File: src/rtl/core_pkg.sv
// ----------------------------------------------------------------------------
// core_pkg
//   Shared constants for the 5-stage RV32 core pipeline blocks.
//   REG_ADDR_W : width of an architectural register index.
//   REG_X0     : index of the hard-wired zero register, which never carries a
//                real data dependency.
// ----------------------------------------------------------------------------
package core_pkg;

  localparam int REG_ADDR_W = 5;

  localparam logic [4:0] REG_X0 = 5'd0;

endpackage : core_pkg

File: src/rtl/hazard_sat_counter.sv
// ----------------------------------------------------------------------------
// hazard_sat_counter
//   Saturating event counter used for the hazard unit statistics.
//   It counts one per clock edge while inc is high and holds at all-ones
//   instead of wrapping.
//
// Ports:
//   clk    in   clock
//   rst_n  in   synchronous active-low reset; clears count on the edge
//   inc    in   count this cycle
//   count  out  current count value (CNT_W bits)
// ----------------------------------------------------------------------------
module hazard_sat_counter #(
  parameter int CNT_W = 32
) (
  input  logic             clk,
  input  logic             rst_n,
  input  logic             inc,
  output logic [CNT_W-1:0] count
);

  logic [CNT_W-1:0] count_d;
  logic [CNT_W-1:0] count_q;

  // Once every bit is set the value is pinned there; further events are lost
  // rather than wrapping back to a misleadingly small number.
  always_comb begin
    count_d = count_q;
    if (inc && (count_q != {CNT_W{1'b1}})) begin
      count_d = count_q + CNT_W'(1);
    end
  end

  always_ff @(posedge clk) begin
    if (!rst_n) begin
      count_q <= '0;
    end else begin
      count_q <= count_d;
    end
  end

  assign count = count_q;

endmodule : hazard_sat_counter

File: src/rtl/hazard_detection.sv
// ----------------------------------------------------------------------------
// hazard_detection
//   Hazard unit sitting beside the ID/EX boundary of the 5-stage RV32 core.
//   - Load-use hazard: the instruction in EX is a load whose destination is
//     read by the instruction in ID. PC and IF/ID are frozen for one cycle.
//   - Control redirect: a taken branch/jump resolved this cycle; the
//     instruction entering EX is turned into a bubble.
//   The load-use stall wins over a redirect: while frozen, nothing new is
//   being fetched, and the redirect will be re-presented next cycle.
//   Hazard outputs are purely combinational and do not depend on clk/rst_n.
//   Two saturating counters record stall cycles and flush cycles.
//
// Ports:
//   clk                 in   clock for the statistics counters only
//   rst_n               in   synchronous active-low reset (counters only)
//   id_rs1, id_rs2      in   source registers of the instruction in ID
//   ex_rd               in   destination register of the instruction in EX
//   ex_memread          in   instruction in EX is a load
//   pc_redirect         in   taken branch or jump resolved this cycle
//   pc_write_enable     out  1 = PC may update
//   if_id_write_enable  out  1 = IF/ID register may update
//   flush_ex            out  1 = bubble the instruction entering EX
//   stall_count         out  cycles with a load-use stall (saturating)
//   flush_count         out  cycles with a flush (saturating)
// ----------------------------------------------------------------------------
module hazard_detection #(
  parameter int REG_ADDR_W = core_pkg::REG_ADDR_W,
  parameter int CNT_W      = 32
) (
  input  logic                  clk,
  input  logic                  rst_n,
  input  logic [REG_ADDR_W-1:0] id_rs1,
  input  logic [REG_ADDR_W-1:0] id_rs2,
  input  logic [REG_ADDR_W-1:0] ex_rd,
  input  logic                  ex_memread,
  input  logic                  pc_redirect,
  output logic                  pc_write_enable,
  output logic                  if_id_write_enable,
  output logic                  flush_ex,
  output logic [CNT_W-1:0]      stall_count,
  output logic [CNT_W-1:0]      flush_count
);

  import core_pkg::*;

  logic rd_is_x0;
  logic rs_match;
  logic load_use;

  // x0 is hard-wired to zero, so a load "to x0" produces nothing a later
  // instruction can depend on, even if that instruction also names x0.
  assign rd_is_x0 = (ex_rd == REG_ADDR_W'(REG_X0));
  assign rs_match = (ex_rd == id_rs1) || (ex_rd == id_rs2);
  assign load_use = ex_memread && !rd_is_x0 && rs_match;

  always_comb begin
    pc_write_enable    = 1'b1;
    if_id_write_enable = 1'b1;
    flush_ex           = 1'b0;
    if (load_use) begin
      pc_write_enable    = 1'b0;
      if_id_write_enable = 1'b0;
    end else if (pc_redirect) begin
      flush_ex = 1'b1;
    end
  end

  // flush_ex is already masked by load_use, so a flush is never counted in a
  // stall cycle.
  hazard_sat_counter #(
    .CNT_W (CNT_W)
  ) u_stall_cnt (
    .clk   (clk),
    .rst_n (rst_n),
    .inc   (load_use),
    .count (stall_count)
  );

  hazard_sat_counter #(
    .CNT_W (CNT_W)
  ) u_flush_cnt (
    .clk   (clk),
    .rst_n (rst_n),
    .inc   (flush_ex),
    .count (flush_count)
  );

endmodule : hazard_detection

File: config.mk
export PLATFORM = sky130hd
export DESIGN_NAME = hazard_detection
export DESIGN_NICKNAME = d
export VERILOG_FILES = /design/src/rtl/core_pkg.sv /design/src/rtl/hazard_sat_counter.sv /design/src/rtl/hazard_detection.sv
export SDC_FILE = /design/constraint.sdc
export NUM_CORES = 1
export LEC_CHECK = 0
export BUFFER_PORTS_ARGS = -buffer_cell sky130_fd_sc_hd__buf_4
export CAP_MARGIN = 30
export CORE_UTILIZATION = 46
export CTS_CLUSTER_SIZE = 10
export DETAILED_ROUTE_END_ITERATION = 12
export GPL_ROUTABILITY_DRIVEN = 0
export PLACE_DENSITY = 0.75
export SYNTH_ARGS = -nofsm -noshare
export SYNTH_HDL_FRONTEND = slang
export SYNTH_HIERARCHICAL = 1
export SYNTH_SLANG_ARGS = --single-unit
File: constraint.sdc
create_clock -name clk -period 4.96 [get_ports clk]
set_clock_uncertainty 0.15 [all_clocks]
set_input_delay 1.488 -clock clk [delete_from_list [all_inputs] [get_ports clk]]
set_output_delay 1.488 -clock clk [all_outputs]
set_load 0.02 [all_outputs]
## Yosys cells after proc, flatten, opt, wreduce, memory -nomap -nowiden

Index checks and enable logic that the tools add are counted.

- Flip-flop bits (word level): 64
- Input bits: 19
- Logic and storage cells: 18

- $add $sub $neg: 2
- Equality and inequality tests: 4
- Mux-type cells: 3
- Reduce and logical (&&, ||, !) cells: 7

Operator list:

| kind | count |
|---|---|
| adder 32 x 1 -> 32 bit, second input constant | 2 |
| inequality test 32 bit, second input constant | 2 |
| == test 5 bit | 2 |
| zero test 5 bit | 1 |
| logical AND 1 bit | 4 |
| 2-to-1 mux 1 bit | 3 |
| zero test 1 bit | 1 |
| logical OR 1 bit | 1 |

## Depth between registers and ports, before layout

- Word-level depth: 6
- Mapped depth: 10
- Mapped depth without buffers: 9

## Modules after synthesis

Netlist, hierarchy kept.

Modules (own cells, without submodules):

| module | instances | cells an instance | area an instance (um^2) |
|---|---|---|---|
| hazard_sat_counter | 2 | 200 | 1704.1 |
| hazard_detection | 1 | 23 | 158.9 |

## Least setup slack after synthesis

Ideal clock, no wire load.

- Path type: input to register
- From: input port id_rs2[2]
- To: register u_flush_cnt.count_q[31] (netlist: u_flush_cnt/count[31])
- Setup time: 70 ps
- Arrival: 4062 ps
- Required time: 4740 ps
- Setup slack: 678 ps
- Cell stages on the path: 9
- Buffers on the path: 0
- Cells stage by stage: xnor2_1 -> nand3_1 -> o22ai_2 -> a31oi_1 -> nand4_1 -> or4_4 -> or3_1 -> or4_1 -> a21oi_1

- Longest elaborated chain between the ends: 5

RTL lines:

| element | RTL line | RTL |
|---|---|---|
| from (decl) | hazard_detection.sv:33 | `input logic [REG_ADDR_W-1:0] id_rs2,` |
| == test 5 bit | hazard_detection.sv:53 | `assign rs_match = (ex_rd == id_rs1) \|\| (ex_rd == id_rs2);` |
| logical OR 1 bit | hazard_detection.sv:53 |  |
| logical AND 1 bit | hazard_detection.sv:54 | `assign load_use = ex_memread && !rd_is_x0 && rs_match;` |
| 2-to-1 mux 1 bit | hazard_detection.sv:60 | `if (load_use) begin` |
| named net flush_ex | hazard_detection.sv:39 | `output logic flush_ex,` |
| logical AND 1 bit | hazard_sat_counter.sv:29 | `if (inc && (count_q != {CNT_W{1'b1}})) begin` |
| to (signal assigned) | hazard_sat_counter.sv:38 | `count_q <= count_d;` |
| to (decl) | hazard_sat_counter.sv:23 | `logic [CNT_W-1:0] count_q;` |

The timed path passes the listed nets, and every way through them passes these cells.
A chain may end at the register's enable or synchronous reset.

## Final worst setup path

- From: input port ex_rd[2]
- To: output port flush_ex

- Longest elaborated chain between the ends: 5
- Elaborated cells between the ends (all ways): 8
- Those cells by class: eq/ne (2); mux (1); reduce/logical (5)

RTL lines:

| element | RTL line | RTL |
|---|---|---|
| from (decl) | hazard_detection.sv:34 | `input logic [REG_ADDR_W-1:0] ex_rd,` |
| zero test 5 bit | hazard_detection.sv:52 | `assign rd_is_x0 = (ex_rd == REG_ADDR_W'(REG_X0));` |
| zero test 1 bit | hazard_detection.sv:54 |  |
| logical AND 1 bit | hazard_detection.sv:54 |  |
| logical AND 1 bit * | hazard_detection.sv:54 |  |
| 2-to-1 mux 1 bit * | hazard_detection.sv:60 |  |
| to (decl) | hazard_detection.sv:39 |  |

Every way passes the cells marked *; elsewhere a longest branch is shown, timed or not.

==> key figures <==
Run status
  – Status: completed

Route
  – Vias/cell: 6.128
  – DR vias: 3689
  – Remaining DRCs: 0
  – Post-DRT Antenna Nets: 0
  – Initial drt markers: 186
  – Final WL: 9404 um
  – Pre-antenna DRT Iters: 5
  – Per-cell routed wire length: 15.62 um

Power and ir drop
  – Clock share of power: 42.4%
  – Combinational cell fraction of total power: 5.8%
  – Leak: 1.563 nW
  – Sw frac: 23.08%
  – Cell Pwr Density: around 230 nW/um^2
  – Sequential Power Share: 51.7%
  – Net switching power: between 0.2 and 0.25 mW
  – Internal: 0.7722 mW
  – Peak supply drop: 157.0 uV

Setup path
  – Req. time, crit path: 3.32 ns
  – CP endpoint kind: output pin
  – Reg2reg path depth: 5
  – Number of buffers and inverters on the critical path: 2
  – Critical path's most frequent cell: buf_4
  – Crit-path max cell delay: 0.53 ns
  – Crit Path Class: input port to output pin
  – Crit-path leading delay family: compound AO/OA/AOI/OAI gates
  – Worst reg2reg endpoint: u_stall_cnt/count[30]$_SDFFE_PN0P_
  – Arr. time, crit path: 2.71 ns
  – Worst-path fanout max: 6
  – CP max-delay cell: a31oi_1
  – Startpoint types: input port
  – Reg2reg start: u_stall_cnt/count[3]$_SDFFE_PN0P_
  – Crit path cell chain: buf_4 > xnor2_1 > nand3_1 > o22ai_2 > a31oi_1 > buf_4
  – Register-to-register setup slack: 2.06 ns

Logic synthesis
  – Syn_nets: between 400 and 500
  – Ys Warns: 6
  – Synth Register Bits: 64
  – Synth top area share: 35.92%
  – Syn Inst Count: 423
  – Seq/Total Area, Yosys: 35.92%
  – Synth top area cells: dfxtp_1 36%, o31ai_1 4.6%, or4_1 4.6%, xnor2_1 4.4%, a21oi_1 4.2%
  – Dominant cell type by area after synthesis: dfxtp_1
  – Syn_area_per_cell: 8.433 um^2
  – Mapped Area: 3567 um^2
  – Post-synth cell types: 39

Cells and area
  – Area of the multi-input gates: ~2200 um^2
  – N_diodes: 0
  – Final Net Count: 519
  – Sequential Area: 1281 um^2
  – Layout cell share with drive strength beyond 1: 23.26%
  – Layout area overhead: 24.59%
  – Core Util, Final: 60.31%
  – Fillers: 672

STA
  – Max-slew violation count: 0
  – Worst slew pin tran: 0.9705 ns
  – Setup TNS: 0 ns
  – Unrepaired setup endpoints after global routing: false
  – Clock period minus worst slack: around 4.3 ns
  – Peak Freq: 0.2300 GHz
  – Final setup violation count: 0
  – Final hold vios: 0
  – Final Cycle Share: 87.68%
  – Slew headroom: 34.76%

Placed design
  – HPWL Detailed: 6701 um
  – I/O Buffers: 85

Die
  – Area of the core: 7370 um^2
  – # rows: 31
  – I/O Pins: 86
  – Die Wd: ~90 um
  – Starting Density: 48.40%
  – Die height: 90.06 um
  – Die ar.: 8111 um^2

Min path
  – Hold endpoint: u_stall_cnt/count[27]$_SDFFE_PN0P_
  – Worst Hold Class: register to register
  – Min-delay src: u_stall_cnt/count[27]$_SDFFE_PN0P_
  – Hold-critical path depth: 2

Clock network
  – Clock Latency Late Sink: 0.34 ns
  – # hold bufs at CTS: 0
  – Clk slew on worst S/H paths: 0.07 ns
  – H-Tree Depth: 3
  – CTS tree: done
  – Post-cts sizing count: 0
  – TritonCTS Buffers: 9
  – Clock sinks: 64
  – Longest Clk Path Bufs: 2
  – Setup Fix Bufs, Post-CTS: 0
  – Clk root buf: clkbuf_8

Global routing
  – Tot GR Track Use: 23.62%
  – First-pass GRT wire length: between 15000 and 20000 um
  – GRT overflow: 0
  – Initial antenna violation count: 0
  – Vias in the first global route: 3352
  – Largest net degree at the start of global routing: 41

Job
  – Max Cap Viol: 0
metal layers:
metal	vias to the layer above	track usage (%)	share of wire (%)
li1	1781	-	-
met1	1769	31.69	47
met2	131	36.70	47
met3	8	6.514	5.7
met4	0	7.392	1.0
met5	-	0	0
stage by stage:
| stage | instance area [um^2] | worst slack (ns) | power (mW) | cells | hold slack (ns) |
|---|---|---|---|---|---|
| CTS | 4444 | 0.6053 | 1.016 | 602 | 0.3423 |
| floorplan | 3567 | 0.6785 | 0.5646 | 423 | 0.3986 |
| global placement | 4264 | 0.6049 | 0.5880 | 586 | 0.3264 |
| global route | 4444 | 0.5431 | 1.046 | 602 | 0.3767 |
| finish | 4444 | 0.6113 | 1.004 | 602 | 0.3366 |
| detailed placement | 4264 | 0.4524 | 0.5897 | 586 | 0.3321 |
power by group through the flow:
stage / Sequential, mW / Combinational, mW / Clock [mW]
3_5_place_dp: 0.531 / 0.0587 / 0
6_report: 0.519 / 0.0585 / 0.426
2_1_floorplan: 0.533 / 0.0316 / 0
5_1_grt: 0.519 / 0.0646 / 0.462
4_1_cts: 0.519 / 0.0588 / 0.438
3_3_place_gp: 0.531 / 0.0571 / 0
worst max-delay path by stage:
stage	startpoint	end	depth (start not counted)	slack, ns
finish	ex_rd[2]	flush_ex	6	0.61
global route	ex_rd[2]	flush_ex	6	0.54
CTS	ex_rd[2]	flush_ex	6	0.61
detailed placement	ex_rd[2]	u_flush_cnt/count[31]$_SDFFE_PN0P_	11	0.45
global placement	ex_rd[2]	u_flush_cnt/count[31]$_SDFFE_PN0P_	11	0.60
floorplan	id_rs2[2]	u_flush_cnt/count[31]$_SDFFE_PN0P_	9	0.68
cell families after synthesis:
| kind of cell | share of synthesized area, % |
|---|---|
| fa+ha+maj | 0.7014 |
| xor+xnor | 4.911 |
| buf+inv | 3.753 |
| mux | 3.928 |
| simple gates | 33.15 |
| flops | 35.92 |
| compound gates | 17.64 |
state kept, by name, summed over array words and instances (netlist names):
name	flops
u_flush_cnt/count	32
u_stall_cnt/count	32
cell type report:
type	count	area share, %
multi-input combinational	327	48.71
clock buffer	12	3.041
inverter	7	0.5912
clock inverter	4	1.014
tap	99	2.787
timing repair buffer	89	15.03
sequential	64	28.83
worst min-delay path, delay by kind of cell, from the launching register on:
family	cells	cell delay (ns)
flip-flops	1	0.33
AND/OR/NAND/NOR	1	0.06
multiplexers	1	0.05
Yosys cell counts (all sizes together):
master / n
a2111o: 2
a2111oi: 2
a211oi: 2
a21o: 2
a21oi: 30
a31oi: 3
and2: 4
and3: 7
and4: 12
buf: 5
clkbuf: 20
dfxtp: 64
ha: 2
inv: 7
mux2i: 14
nand2: 35
nand2b: 18
nand3: 31
nand4: 18
nor2: 19
nor3: 7
nor4: 12
o211ai: 4
o21a: 2
o21ai: 6
o22ai: 1
o311ai: 4
o31a: 2
o31ai: 22
o41ai: 8
or3: 12
or4: 26
xnor2: 18
xor2: 2
cell usage in the layout (no fill, tap or decap), types with 6 or more instances in the layout:
cell and n:
xnor2_1 18, clkbuf_8 9, o41ai_1 6, and4_1 12, nand2b_1 18, or3_1 10
dfxtp_1 64, mux2i_1 14, o31ai_1 22, and3_1 7, buf_4 89, or4_1 22
nor2_1 19, nand4_1 18, nor3_1 7, nand2_1 35, o21ai_0 6, a21oi_1 30
nor4_1 10, inv_1 7, nand3_1 27
(Power assumes the default switching activity.)
